## config.mk

```make
export PLATFORM = sky130hd
export DESIGN_NAME = mod_arbiter
export DESIGN_NICKNAME = d
export VERILOG_FILES = /design/src/rtl/mod_arbiter.sv
export SDC_FILE = /design/constraint.sdc
export NUM_CORES = 1
export LEC_CHECK = 0
export CAP_MARGIN = 20
export CORE_UTILIZATION = 30
export DETAILED_ROUTE_END_ITERATION = 7
export SLEW_MARGIN = 25
export SYNTH_ARGS = -nofsm -noshare
export SYNTH_HDL_FRONTEND = slang
export SYNTH_SLANG_ARGS = --single-unit
```

## constraint.sdc

```tcl
create_clock -name CLK -period 2.8 [get_ports CLK]
set_input_delay 0.7 -clock CLK [delete_from_list [all_inputs] [get_ports CLK]]
set_output_delay 0.7 -clock CLK [all_outputs]
set_load 0.005 [all_outputs]
```

## src/rtl/mod_arbiter.sv

```systemverilog
// mod_arbiter: round-robin arbiter that shares one modulo datapath between
// two requesters. A granted operation is latched, issued to the datapath,
// watched for completion or timeout, and answered on the requester's own
// done/res/err outputs.
//
// Ports:
//   CLK, reset              clock and asynchronous active-low reset
//   req0/req1               operation requests, held until doneN
//   a0,b0 / a1,b1           dividend / divisor per requester
//   done0/done1             one-cycle completion pulse per requester
//   res0/res1, err0/err1    remainder and error flag, held until next completion
//   dp_start, dp_a, dp_b    start pulse and latched operands to the datapath
//   dp_done, dp_result      datapath completion and remainder
//   dp_abort                cancels the datapath operation on timeout
//   busy                    high whenever the FSM is not IDLE
module mod_arbiter #(
  parameter int unsigned WIDTH   = 32,
  parameter int unsigned TIMEOUT = 1024
) (
  input  logic             CLK,
  input  logic             reset,
  input  logic             req0,
  input  logic             req1,
  input  logic [WIDTH-1:0] a0,
  input  logic [WIDTH-1:0] b0,
  input  logic [WIDTH-1:0] a1,
  input  logic [WIDTH-1:0] b1,
  output logic             done0,
  output logic             done1,
  output logic [WIDTH-1:0] res0,
  output logic [WIDTH-1:0] res1,
  output logic             err0,
  output logic             err1,
  output logic             dp_start,
  output logic [WIDTH-1:0] dp_a,
  output logic [WIDTH-1:0] dp_b,
  input  logic             dp_done,
  input  logic [WIDTH-1:0] dp_result,
  output logic             dp_abort,
  output logic             busy
);

  localparam int unsigned CW = (TIMEOUT > 1) ? $clog2(TIMEOUT) : 1;
  localparam logic [CW-1:0] CNT_LAST = CW'(TIMEOUT - 1);

  typedef enum logic [1:0] {IDLE, ISSUE, WAIT, RESP} state_e;

  state_e           state_q, state_d;
  logic             gnt_q, gnt_d;
  logic             last_q, last_d;
  logic [CW-1:0]    cnt_q, cnt_d;
  logic [WIDTH-1:0] dp_a_q, dp_a_d, dp_b_q, dp_b_d;
  logic [WIDTH-1:0] rslt_q, rslt_d;
  logic             rerr_q, rerr_d;
  logic [WIDTH-1:0] res0_q, res0_d, res1_q, res1_d;
  logic             err0_q, err0_d, err1_q, err1_d;
  logic             done0_q, done0_d, done1_q, done1_d;
  logic             dp_start_q, dp_start_d;
  logic             dp_abort_q, dp_abort_d;
  logic             busy_q, busy_d;

  // A requester is still holding req in the cycle its done is visible, so it
  // is masked there to avoid serving the same request twice.
  logic req0_ok, req1_ok, pick1;
  assign req0_ok = req0 & ~done0_q;
  assign req1_ok = req1 & ~done1_q;
  // On a tie, serve the requester that was not served last.
  assign pick1   = req1_ok & (~req0_ok | ~last_q);

  // State and output registers.
  always_ff @(posedge CLK or negedge reset) begin
    if (!reset) begin
      state_q    <= IDLE;
      gnt_q      <= 1'b0;
      last_q     <= 1'b1;
      cnt_q      <= '0;
      dp_a_q     <= '0;
      dp_b_q     <= '0;
      rslt_q     <= '0;
      rerr_q     <= 1'b0;
      res0_q     <= '0;
      res1_q     <= '0;
      err0_q     <= 1'b0;
      err1_q     <= 1'b0;
      done0_q    <= 1'b0;
      done1_q    <= 1'b0;
      dp_start_q <= 1'b0;
      dp_abort_q <= 1'b0;
      busy_q     <= 1'b0;
    end else begin
      state_q    <= state_d;
      gnt_q      <= gnt_d;
      last_q     <= last_d;
      cnt_q      <= cnt_d;
      dp_a_q     <= dp_a_d;
      dp_b_q     <= dp_b_d;
      rslt_q     <= rslt_d;
      rerr_q     <= rerr_d;
      res0_q     <= res0_d;
      res1_q     <= res1_d;
      err0_q     <= err0_d;
      err1_q     <= err1_d;
      done0_q    <= done0_d;
      done1_q    <= done1_d;
      dp_start_q <= dp_start_d;
      dp_abort_q <= dp_abort_d;
      busy_q     <= busy_d;
    end
  end

  // Next-state and registered-output logic.
  always_comb begin
    state_d    = state_q;
    gnt_d      = gnt_q;
    last_d     = last_q;
    cnt_d      = cnt_q;
    dp_a_d     = dp_a_q;
    dp_b_d     = dp_b_q;
    rslt_d     = rslt_q;
    rerr_d     = rerr_q;
    res0_d     = res0_q;
    res1_d     = res1_q;
    err0_d     = err0_q;
    err1_d     = err1_q;
    done0_d    = 1'b0;
    done1_d    = 1'b0;
    dp_start_d = 1'b0;
    dp_abort_d = 1'b0;

    unique case (state_q)
      IDLE: begin
        if (req0_ok | req1_ok) begin
          gnt_d  = pick1;
          dp_a_d = pick1 ? a1 : a0;
          dp_b_d = pick1 ? b1 : b0;
          if (dp_b_d == '0) begin
            // Divide-by-zero answers straight away; done is visible in RESP.
            state_d = RESP;
            if (pick1) begin
              done1_d = 1'b1;
              res1_d  = '0;
              err1_d  = 1'b1;
            end else begin
              done0_d = 1'b1;
              res0_d  = '0;
              err0_d  = 1'b1;
            end
          end else begin
            state_d    = ISSUE;
            dp_start_d = 1'b1;
          end
        end
      end
      ISSUE: begin
        cnt_d   = '0;
        state_d = WAIT;
      end
      WAIT: begin
        // Completion takes priority over a timeout in the same cycle.
        if (dp_done) begin
          rslt_d  = dp_result;
          rerr_d  = 1'b0;
          state_d = RESP;
        end else if (cnt_q == CNT_LAST) begin
          rslt_d     = '0;
          rerr_d     = 1'b1;
          dp_abort_d = 1'b1;
          state_d    = RESP;
        end else begin
          cnt_d = cnt_q + CW'(1);
        end
      end
      RESP: begin
        // A zero divisor was already answered on the grant cycle.
        if (dp_b_q != '0) begin
          if (gnt_q) begin
            done1_d = 1'b1;
            res1_d  = rslt_q;
            err1_d  = rerr_q;
          end else begin
            done0_d = 1'b1;
            res0_d  = rslt_q;
            err0_d  = rerr_q;
          end
        end
        last_d  = gnt_q;
        state_d = IDLE;
      end
      default: state_d = IDLE;
    endcase

    busy_d = (state_d != IDLE);
  end

  assign done0    = done0_q;
  assign done1    = done1_q;
  assign res0     = res0_q;
  assign res1     = res1_q;
  assign err0     = err0_q;
  assign err1     = err1_q;
  assign dp_start = dp_start_q;
  assign dp_a     = dp_a_q;
  assign dp_b     = dp_b_q;
  assign dp_abort = dp_abort_q;
  assign busy     = busy_q;

endmodule

```

==> summary.txt <==
Synth
  – Mapped Cells: 904
  – Avg Inst Size Synth: slightly below 10 µm²
  – Area share of xor/xnor cells in the synthesized design: 0.00603
  – Ys async rst share: 1.00
  – Largest family of logic cells by synthesized area: simple AND/OR/NAND/NOR gates
  – Largest area contributor in the netlist: dfrtp_1
  – Top post-synthesis cells by area: dfrtp_1 52%, nand2_1 7.5%, mux2i_1 7.5%
  – EDFF count, synth: 0
  – Post-synthesis cell area: 0.00871 mm²
  – Synth top area share: 0.520
  – Number of synthesized register bits: 182
  – Simple-gate share of the synthesized area: 0.205
  – Sequential area share after synthesis: 0.523
  – Main flop type after synthesis: dfrtp_1
  – Syn_nets: 1075
  – Distinct cells, synth: 50
  – Ys Warns: 0
  – Post-Synth Adder-Cell Area: 0.00862
  – Post-synthesis mux area share: 0.0760
  – Post-synthesis compound-gate area fraction: 0.131

Clock network
  – Clk buf depth: 2
  – CTS Root Cell: clkbuf_16
  – Worst skew pair latency: approximately 0.43 ns
  – CTS H-tree depth: 4
  – Total CTS buffers: 17
  – Clock transition at path regs: 0.08 ns
  – Clock Sinks: 182
  – CTS tree: built
  – Hold buffer count at cts: 0

Global routing
  – Met2 GRT Util: 0.337
  – Routing usage on met3: 0.0277
  – Met1 GRT Util: 0.267
  – Vias in the first global route: 8090
  – First-pass GRT wire length: 45400 µm
  – GRT Overall Usage: 0.199
  – Largest net degree at the start of global routing: 68
  – Initial antenna violation count: 0
  – Total grt overflow: 0
  – Busiest grt layer: met2

Cells and area
  – # diodes: 0
  – Fin area: ~0.013 mm²
  – Layout area overhead: 51.4%
  – Fraction of layout cells with a size suffix above 1: 0.0903
  – Area of the multi-input gates: 0.00379 mm²
  – Register area: around 0.0046 mm²
  – Fill cells: 2707
  – Final Util: 0.461
  – Layout Nets: 1387

Drt
  – Post-DRT Antenna Nets: 0
  – Residual DRC: 0
  – Vias per cell: roughly 5
  – Drt first pass iters: 5
  – Via Count: 8020
  – Avg WL per Cell: 18.3 µm
  – Initial drt markers: roughly 470
  – Routed WL: ~30000 µm

Timing
  – Slew headroom: 0.606
  – Max-slew violations: 0
  – Fmax: 0.367 GHz
  – Setup ws final: 0.0787 ns
  – Final Setup Violations: 0
  – Worst-margin pin slew: 0.592 ns
  – Setup Skew: 0.0148 ns
  – Hold Slack: 0.255 ns
  – Fin crit share: 0.972
  – Final hold vios: 0
  – Period minus WS final: around 2.7 ns

Power
  – Logic pwr share: 0.441
  – Lkg Pwr: 0.00627 µW
  – Sw power: 4770 µW
  – Flop pwr share: 0.361
  – Switching part of the total: 0.371
  – PwrDens: about 980 mW/mm²
  – Power, Total: around 13000 µW
  – Pint: 8110 µW
  – Clk pwr share: 0.198
  – Worst vdd ir: 537 µV

Flow run
  – Max-cap viol count: 0

Placement
  – Dpl ws: -0.459 ns
  – DP HPWL: 21300 µm
  – Routability cong.: 0.832
  – Post-Place Cell Area: 0.0125 mm²
  – Port Buffers: 299

Worst setup path
  – Crit-path max FO: 32
  – Req. time, crit path: 3.11 ns
  – CP max stage cell: or4_1
  – CP Data Arrival Time: 3.03 ns
  – Reg2Reg Depth: 7
  – Bufs and invs on worst path: 3
  – CP Class: primary input to flop
  – Delay of the slowest critical-path stage: a little under 0.6 ns
  – Worst Setup End Kind: flop
  – Top delay family on crit path: simple AND/OR/NAND/NOR gates
  – Worst path depth: 8
  – Worst path cell trace: clkdlybuf4s50_1 -> nor4_2 -> buf_4 -> nand4_1 -> or4_1 -> buf_12 -> and3_1 -> a211o_1
  – CP Launch Type: primary input

Run status
  – Outcome: finished, final reports clean

Die
  – Io pins: 300
  – Die H: 172 µm
  – Rows: 62
  – Core area: 0.0286 mm²
  – Initial Utilization: 0.304
  – Die area: ~0.030 mm²
  – Die X: 172 µm

Min path
  – Min-Delay Path Class: primary input to asynchronous set/reset pin
## routing by layer
metal  share of wire  up-vias
met3           0.046       20
li1                -     3837
met2            0.49      204
met5               0        -
met4           0.012        0
met1            0.45     3959
## flip-flops by register name, summed over array words and instances (netlist names), 2 cells and up
name / count
cnt_q: 10
res0: 32
rslt_q: 32
dp_a: 32
res1: 32
dp_b: 32
state_q: 2
## stage by stage
stage | instances | TNS, ns
after floorplan | 904 | 0
after global placement | 1579 | -25.89
after detailed placement | 1579 | -27.59
after CTS | 1612 | 0
after global routing | 1613 | -0.0422
final | 1613 | 0
## repair_timing
action / 4_1_cts / 5_1_grt
cloned: 1 / 1
pin swaps: 1 / 0
buffers inserted: 0 / 0
gates resized for setup: 1 / 3
setup endpoints to repair: 3 / 16
hold endpoints to repair: 0 / 0
## power by group through the flow
stage	sequential (µW)	combinational [µW]	clock, µW
global route	4810	6240	2710
finish	4650	5680	2550
CTS	4660	5750	2620
global placement	4660	5630	0
detailed placement	4690	5730	0
floorplan	4570	2540	0
## cells by family after synthesis
logic type,Yosys count
compound gates,161
xor+xnor,6
fa+ha+maj,6
buf+inv,110
flops,182
mux,66
simple gates,373
## cell usage in the layout, fill, tap and decap left out, types with 4 or more instances in the layout
| cell type | instances |
|---|---|
| clkdlybuf4s50_1 | 298 |
| dfrtp_1 | 181 |
| nand2_1 | 173 |
| nand3_1 | 70 |
| o21ai_0 | 69 |
| and3_1 | 67 |
| mux2i_1 | 65 |
| buf_4 | 51 |
| inv_1 | 43 |
| a211o_1 | 32 |
| o221ai_1 | 30 |
| nor4_1 | 22 |
| clkbuf_16 | 18 |
| nor2_1 | 12 |
| buf_12 | 8 |
| ha_1 | 6 |
| clkinv_8 | 6 |
| nand4_1 | 5 |
| xnor2_1 | 5 |
| a22o_1 | 5 |
| nor3_1 | 4 |
| a21oi_1 | 4 |
| inv_6 | 4 |
## layout make-up
cell class	count	area share
multi-input combinational	613	0.287
tap	384	0.0364
inverter	43	0.0122
sequential	182	0.345
clock buffer	18	0.0333
timing repair buffer	359	0.270
clock inverter	14	0.0151
## final timing paths
check	start	end	slack (ns)
worst max-delay path	b0[27]	res0[30]$_DFFE_PN0P_	0.08
worst min-delay path	reset	res0[9]$_DFFE_PN0P_	0.25
worst max register to register	dp_b[1]$_DFFE_PN0P_	res0[11]$_DFFE_PN0P_	0.45
worst min register to register	dp_a[17]$_DFFE_PN0P_	dp_a[17]$_DFFE_PN0P_	0.48
max in group asynchronous	reset	dp_b[7]$_DFFE_PN0P_	1.80
min in group CLK	dp_a[17]$_DFFE_PN0P_	dp_a[17]$_DFFE_PN0P_	0.48
## Yosys cell counts, types with 7 or more instances
master and n:
and3_1 67, a211o_1 32, nand2_1 174, nor2_1 13, inv_1 43, nand3_1 71, mux2i_1 65, clkbuf_1 51
buf_2 7, nor4_1 24, o221ai_1 30, dfrtp_1 181, o21ai_0 69
No activity file was read; power rests on OpenSTA's default activity.
==> RTL change 1 (config.mk and constraints unchanged) <==
Put one more register stage on the output `dp_a`. The value now appears one clock later. The other outputs are not delayed to match.
--- a/src/rtl/mod_arbiter.sv
+++ b/src/rtl/mod_arbiter.sv
@@ -201,3 +201,5 @@
   assign dp_start = dp_start_q;
-  assign dp_a     = dp_a_q;
+  always_ff @(posedge CLK) begin
+    dp_a <= dp_a_q;
+  end
   assign dp_b     = dp_b_q;
Behaviour: not the same (a bounded check fails within 4 cycles, from zero or initial values and one cycle with reset low).
==> RTL change 1 against the original RTL <==
Synthesized area rose by 7.4%. Critical endpoint is now res1[0]. Highest routed layer unchanged. Largest cell class unchanged. Power rose by 12%. Sequential cell count rose by 32. First-iteration DRC count fell by 11%. Die area rose by 7.3%. Routed wire length rose by 3.9%. Worst setup slack got worse by 0.014 ns. Cell area rose by 6.7%.
==> RTL change 1: results (changes against the original RTL) <==
metric,value,unit,change
routed_wl,30700,um,+3.9%
crit_arrival,3.15,ns,+0.12 ns
grt_pass1_vias,8184,,+1.2%
place.gp.congestion,0.841,,+1.1%
status,"complete, no violations",,
placed_area,0.0132,sq mm,+5.7%
netlist_top_cells_area,"dfrtp_1 48%, nand2_1 7.0%, mux2i_1 7.0%, dfxtp_1 6.8%, and3_1 4.5%",,
crit_fanout,32,,unchanged
p_sw,4.88,mW,+2.3%
p_leak,6.65,nW,+6.2%
track_usage,18.8,%,-1.1 points
cts.clk_slew.worst_paths,0.06,ns,-0.02 ns
min_path_type,in -> async,,
ys_seq_area_share,55.5,%,+3.3 points
ys_types,51,,+2.0%
hold_viol,0,,unchanged
antenna_found_initial,2,,+2
drt_iter0_drc,421,,-11%
grt_max_degree,67,,-1.5%
drt-pass1-iter-count,6,,+1
htreeDepth,1,,-3
cts_buffer_depth,3,,+1
cts-buffers-inserted,25,,+8
dpl.hpwl,22100,um,+3.8%
cts_setup_buffers,0,,unchanged
skew,0.0104,ns,-0.00438 ns
yosysWarnings,0,,unchanged
syn_nets,1107,,+3.0%
maxSlewHeadroom,62.1,%,+1.6 points
cts-root-buf,clkbuf_16,,
synthTopCellsByCount,"181 x dfrtp_1, 174 x nand2_1, 71 x nand3_1",,
nets,1430,,+3.1%
insertion_delay,0.51,ns,+0.08 ns
async_reset_ff_share,85.0,%,-15 points
drive_above_1_share,9.56,%,+0.53 points
grt_pass1_wl,46200,um,+1.8%
slew_violations,0,,unchanged
vdd_drop_max,573,uV,+6.7%
critPathLaunchType,input port,,
num_vias,8279,,+3.2%
portBuffers,299,,unchanged
==> RTL change 1: power by group through the flow <==
stage               sequential, mW  combinational, mW  clock [mW]
detailed placement            5.46               5.76           0
global route                  5.59               6.27        3.53
finish                        5.41               5.68        3.33
floorplan                     5.30               2.54           0
CTS                           5.42               5.78        3.40
global placement              5.41               5.65           0
==> RTL change 1: kinds of logic after synthesis <==
kind of cell / count (synthesis) / synth area share [%]
multiplexers: 66 / 7.07
adder cells (fa/ha/maj): 6 / 0.802
AO/OA/AOI/OAI: 161 / 12.2
AND/OR/NAND/NOR: 373 / 19.1
buffers and inverters: 110 / 4.76
flip-flops: 214 / 55.5
XOR/XNOR: 6 / 0.562
==> RTL change 1: stage by stage <==
step / hold slack, ns / setup WS [ns] / setup TNS (ns) / util [%] / cells
2_1_floorplan: 0.347 / 0.400 / 0 / - / 936
4_1_cts: 0.174 / 0.0266 / 0 / 45.8 / 1672
3_5_place_dp: 0.351 / -0.788 / -38.52 / 43.1 / 1628
3_3_place_gp: 0.348 / -0.751 / -38.12 / 43.1 / 1628
6_report: 0.171 / 0.0644 / 0 / 45.9 / 1673
5_1_grt: 0.197 / 0.00668 / 0 / 45.9 / 1672
==> RTL change 1: final timing paths <==
check                                 from  cells after the start         end  slack, ns
worst max-delay path                 b1[5]                      6     res1[0]       0.06
worst min-delay path                 reset                      1  rslt_q[13]       0.17
worst max register to register    dp_b[16]                      7    res0[29]       0.44
worst min register to register  dp_a_q[30]                      0    dp_a[30]       0.36
max in group asynchronous            reset                      2   rslt_q[9]       1.91
min in group CLK                dp_a_q[30]                      0    dp_a[30]       0.36
==> RTL change 1: worst max-delay path, stage by stage <==
cell and delay, ns:
clkdlybuf4s50_1 0.49, nor4_4 0.36, nand2_1 0.18, or4_1 0.61, a211o_4 0.54, o221ai_1 0.27
==> RTL change 1: what timing repair did <==
| action | 4_1_cts | 5_1_grt |
|---|---|---|
| pin swaps | 0 | 0 |
| gates cloned | 0 | 0 |
| gates resized for setup | 2 | 2 |
| endpoints found under the setup margin | 35 | 21 |
| hold buffers | 0 | 0 |
==> RTL change 1: layer usage <==
metal,vias to the layer above,global-route usage (%),part of all wire (%)
met5,-,0,0
met4,0,4.10,1.7
met3,41,4.26,8.1
met2,281,32.1,48
met1,3991,24.1,43
li1,3966,-,-
==> RTL change 1: cell type report <==
cell class,instances,area (sq um)
Antenna cell,1,2.50
Fill cell,2904,16600
Multi-Input combinational cell,612,3790
Clock buffer,35,713
Clock inverter,9,126
Tap cell,396,495
Inverter,43,161
Timing Repair Buffer,363,3590
Sequential cell,214,5200
==> RTL change 2 (same flow settings) <==
Without the edit above. The parameter `TIMEOUT` goes from 1024 to 4096.
--- a/src/rtl/mod_arbiter.sv
+++ b/src/rtl/mod_arbiter.sv
@@ -17,3 +17,3 @@
   parameter int unsigned WIDTH   = 32,
-  parameter int unsigned TIMEOUT = 1024
+  parameter int unsigned TIMEOUT = 4096
 ) (
Behaviour: no difference found for any inputs over 4 cycles, from zero or initial values and one cycle with reset low; that may be too few to reach the edited logic, so the function may still have changed.
==> RTL change 2 against the original RTL <==
Routed wire length shrank 7.6%. Worst setup slack improved by 0.051 ns. Synthesized area decreased by 1.1%. Utilization shrank 0.31 points. Global-route usage shrank 0.85 points. Sequential cell count increased by 2. Cell area fell by 2.8%. Power shrank 4.4%.
==> RTL change 2: results (changes against the original RTL) <==
metric,value,unit,change
multi_input_gates,585,,-4.6%
ys_seq_area_share,53.4,%,+1.2 points
dpl.hpwl,19700,um,-7.5%
dp_slack,-0.386,ns,+0.0733 ns
rr_worst_depth,6,,-1
drive_above_1_share,6.92,%,-2.1 points
cp_slowest_stage_delay,0.44,ns,-0.14 ns
nonClkBufAreaFrac,26.1,%,-0.90 points
grt_pass1_wl,42800,um,-5.6%
grt_max_degree,73,,+7.4%
nets,1299,,-6.3%
routed_wl,27300,um,-7.6%
drt-pass1-iter-count,4,,-1
synthFlopType,dfrtp_1,,
status,"complete, no violations",,
crit_arrival,2.98,ns,-0.05 ns
num_vias,7481,,-6.7%
skew,0.0160,ns,+0.00127 ns
p_leak,5.38,nW,-14%
grt_pass1_vias,7657,,-5.4%
muxShareOfSynthArea,7.56,%,-0.032 points
signal_buffers,331,,-7.8%
p_comb,5.25,mW,-7.6%
synthTopCellsByCount,"183 x dfrtp_1, 167 x nand2_1, 101 x o21ai_0",,
seq_share,35.9,%,+1.4 points
netlist_top_cells_area,"dfrtp_1 53%, mux2i_1 7.4%, nand2_1 7.3%, o21ai_0 5.9%, a22o_1 3.8%",,
dp.cells,1485,,-6.0%
track_usage,19.0,%,-0.85 points
syn_nets,1009,,-6.1%
clk_share,4.54,%,-0.30 points
areaGrowthSynthToFinish,48.8,%,
inverters_excl_clock,9,,-79%
holdWs,0.290,ns,+0.0359 ns
synth_compound_area_share,17.7,%,+4.6 points
cts_buffer_depth,2,,unchanged
placed_area,0.0122,sq mm,-2.4%
crit_fanout,16,,-50%
n_fill_cell,2657,,-1.8%
r2r_end,res0[24],,
ctsResizeCount,0,,-1
power_frac_comb,42.6,%,-1.5 points
r2r-start,state_q[0],,
netSwitchingFraction,36.4,%,-0.70 points
maxSlewHeadroom,36.0,%,-25 points
synth_area,0.00862,sq mm,-1.1%
cpMaxStageDelayCell,a221o_1,,
htreeDepth,4,,unchanged
vdd_drop_max,487,uV,-9.3%
synthAdderAreaFrac,0.871,%,+0.0095 points
cts.clk_slew.worst_paths,0.07,ns,
routed_via_density,4.92,,-0.95%
-- RTL change 2: changes by cell type in the layout (fill, tap and decap cells not counted), moves of 28 or more --
cell and change:
a22o_1 +32, buf_4 -28, inv_1 -36, a211o_1 -32
o21ai_0 +32, nand3_1 -65, o221ai_1 -30, a21boi_0 +31
nand3b_1 +32, a221o_1 +31, and3_1 -63
-- RTL change 2: how the worst max path moves through the flow --
stage          startpoint  endpoint  slack [ns]  cells after the start
3_5_place_dp        b0[8]  res0[10]       -0.39                      7
3_3_place_gp        b0[8]   res0[9]       -0.34                      7
4_1_cts             b0[8]  res0[24]        0.07                      7
5_1_grt            b0[13]  res0[18]        0.04                      8
2_1_floorplan       b0[1]  res0[21]        0.70                      6
6_report            b0[8]  res0[24]        0.13                      8
-- RTL change 2: layer usage --
layer	share of wire [%]	wire [um]	global-route usage (%)	up-vias
met3	5.8	1600	4.46	23
met4	1.4	378	5.28	0
li1	-	-	-	3610
met2	49	13500	32.1	211
met5	0	0	0	-
met1	43	11900	24.2	3637
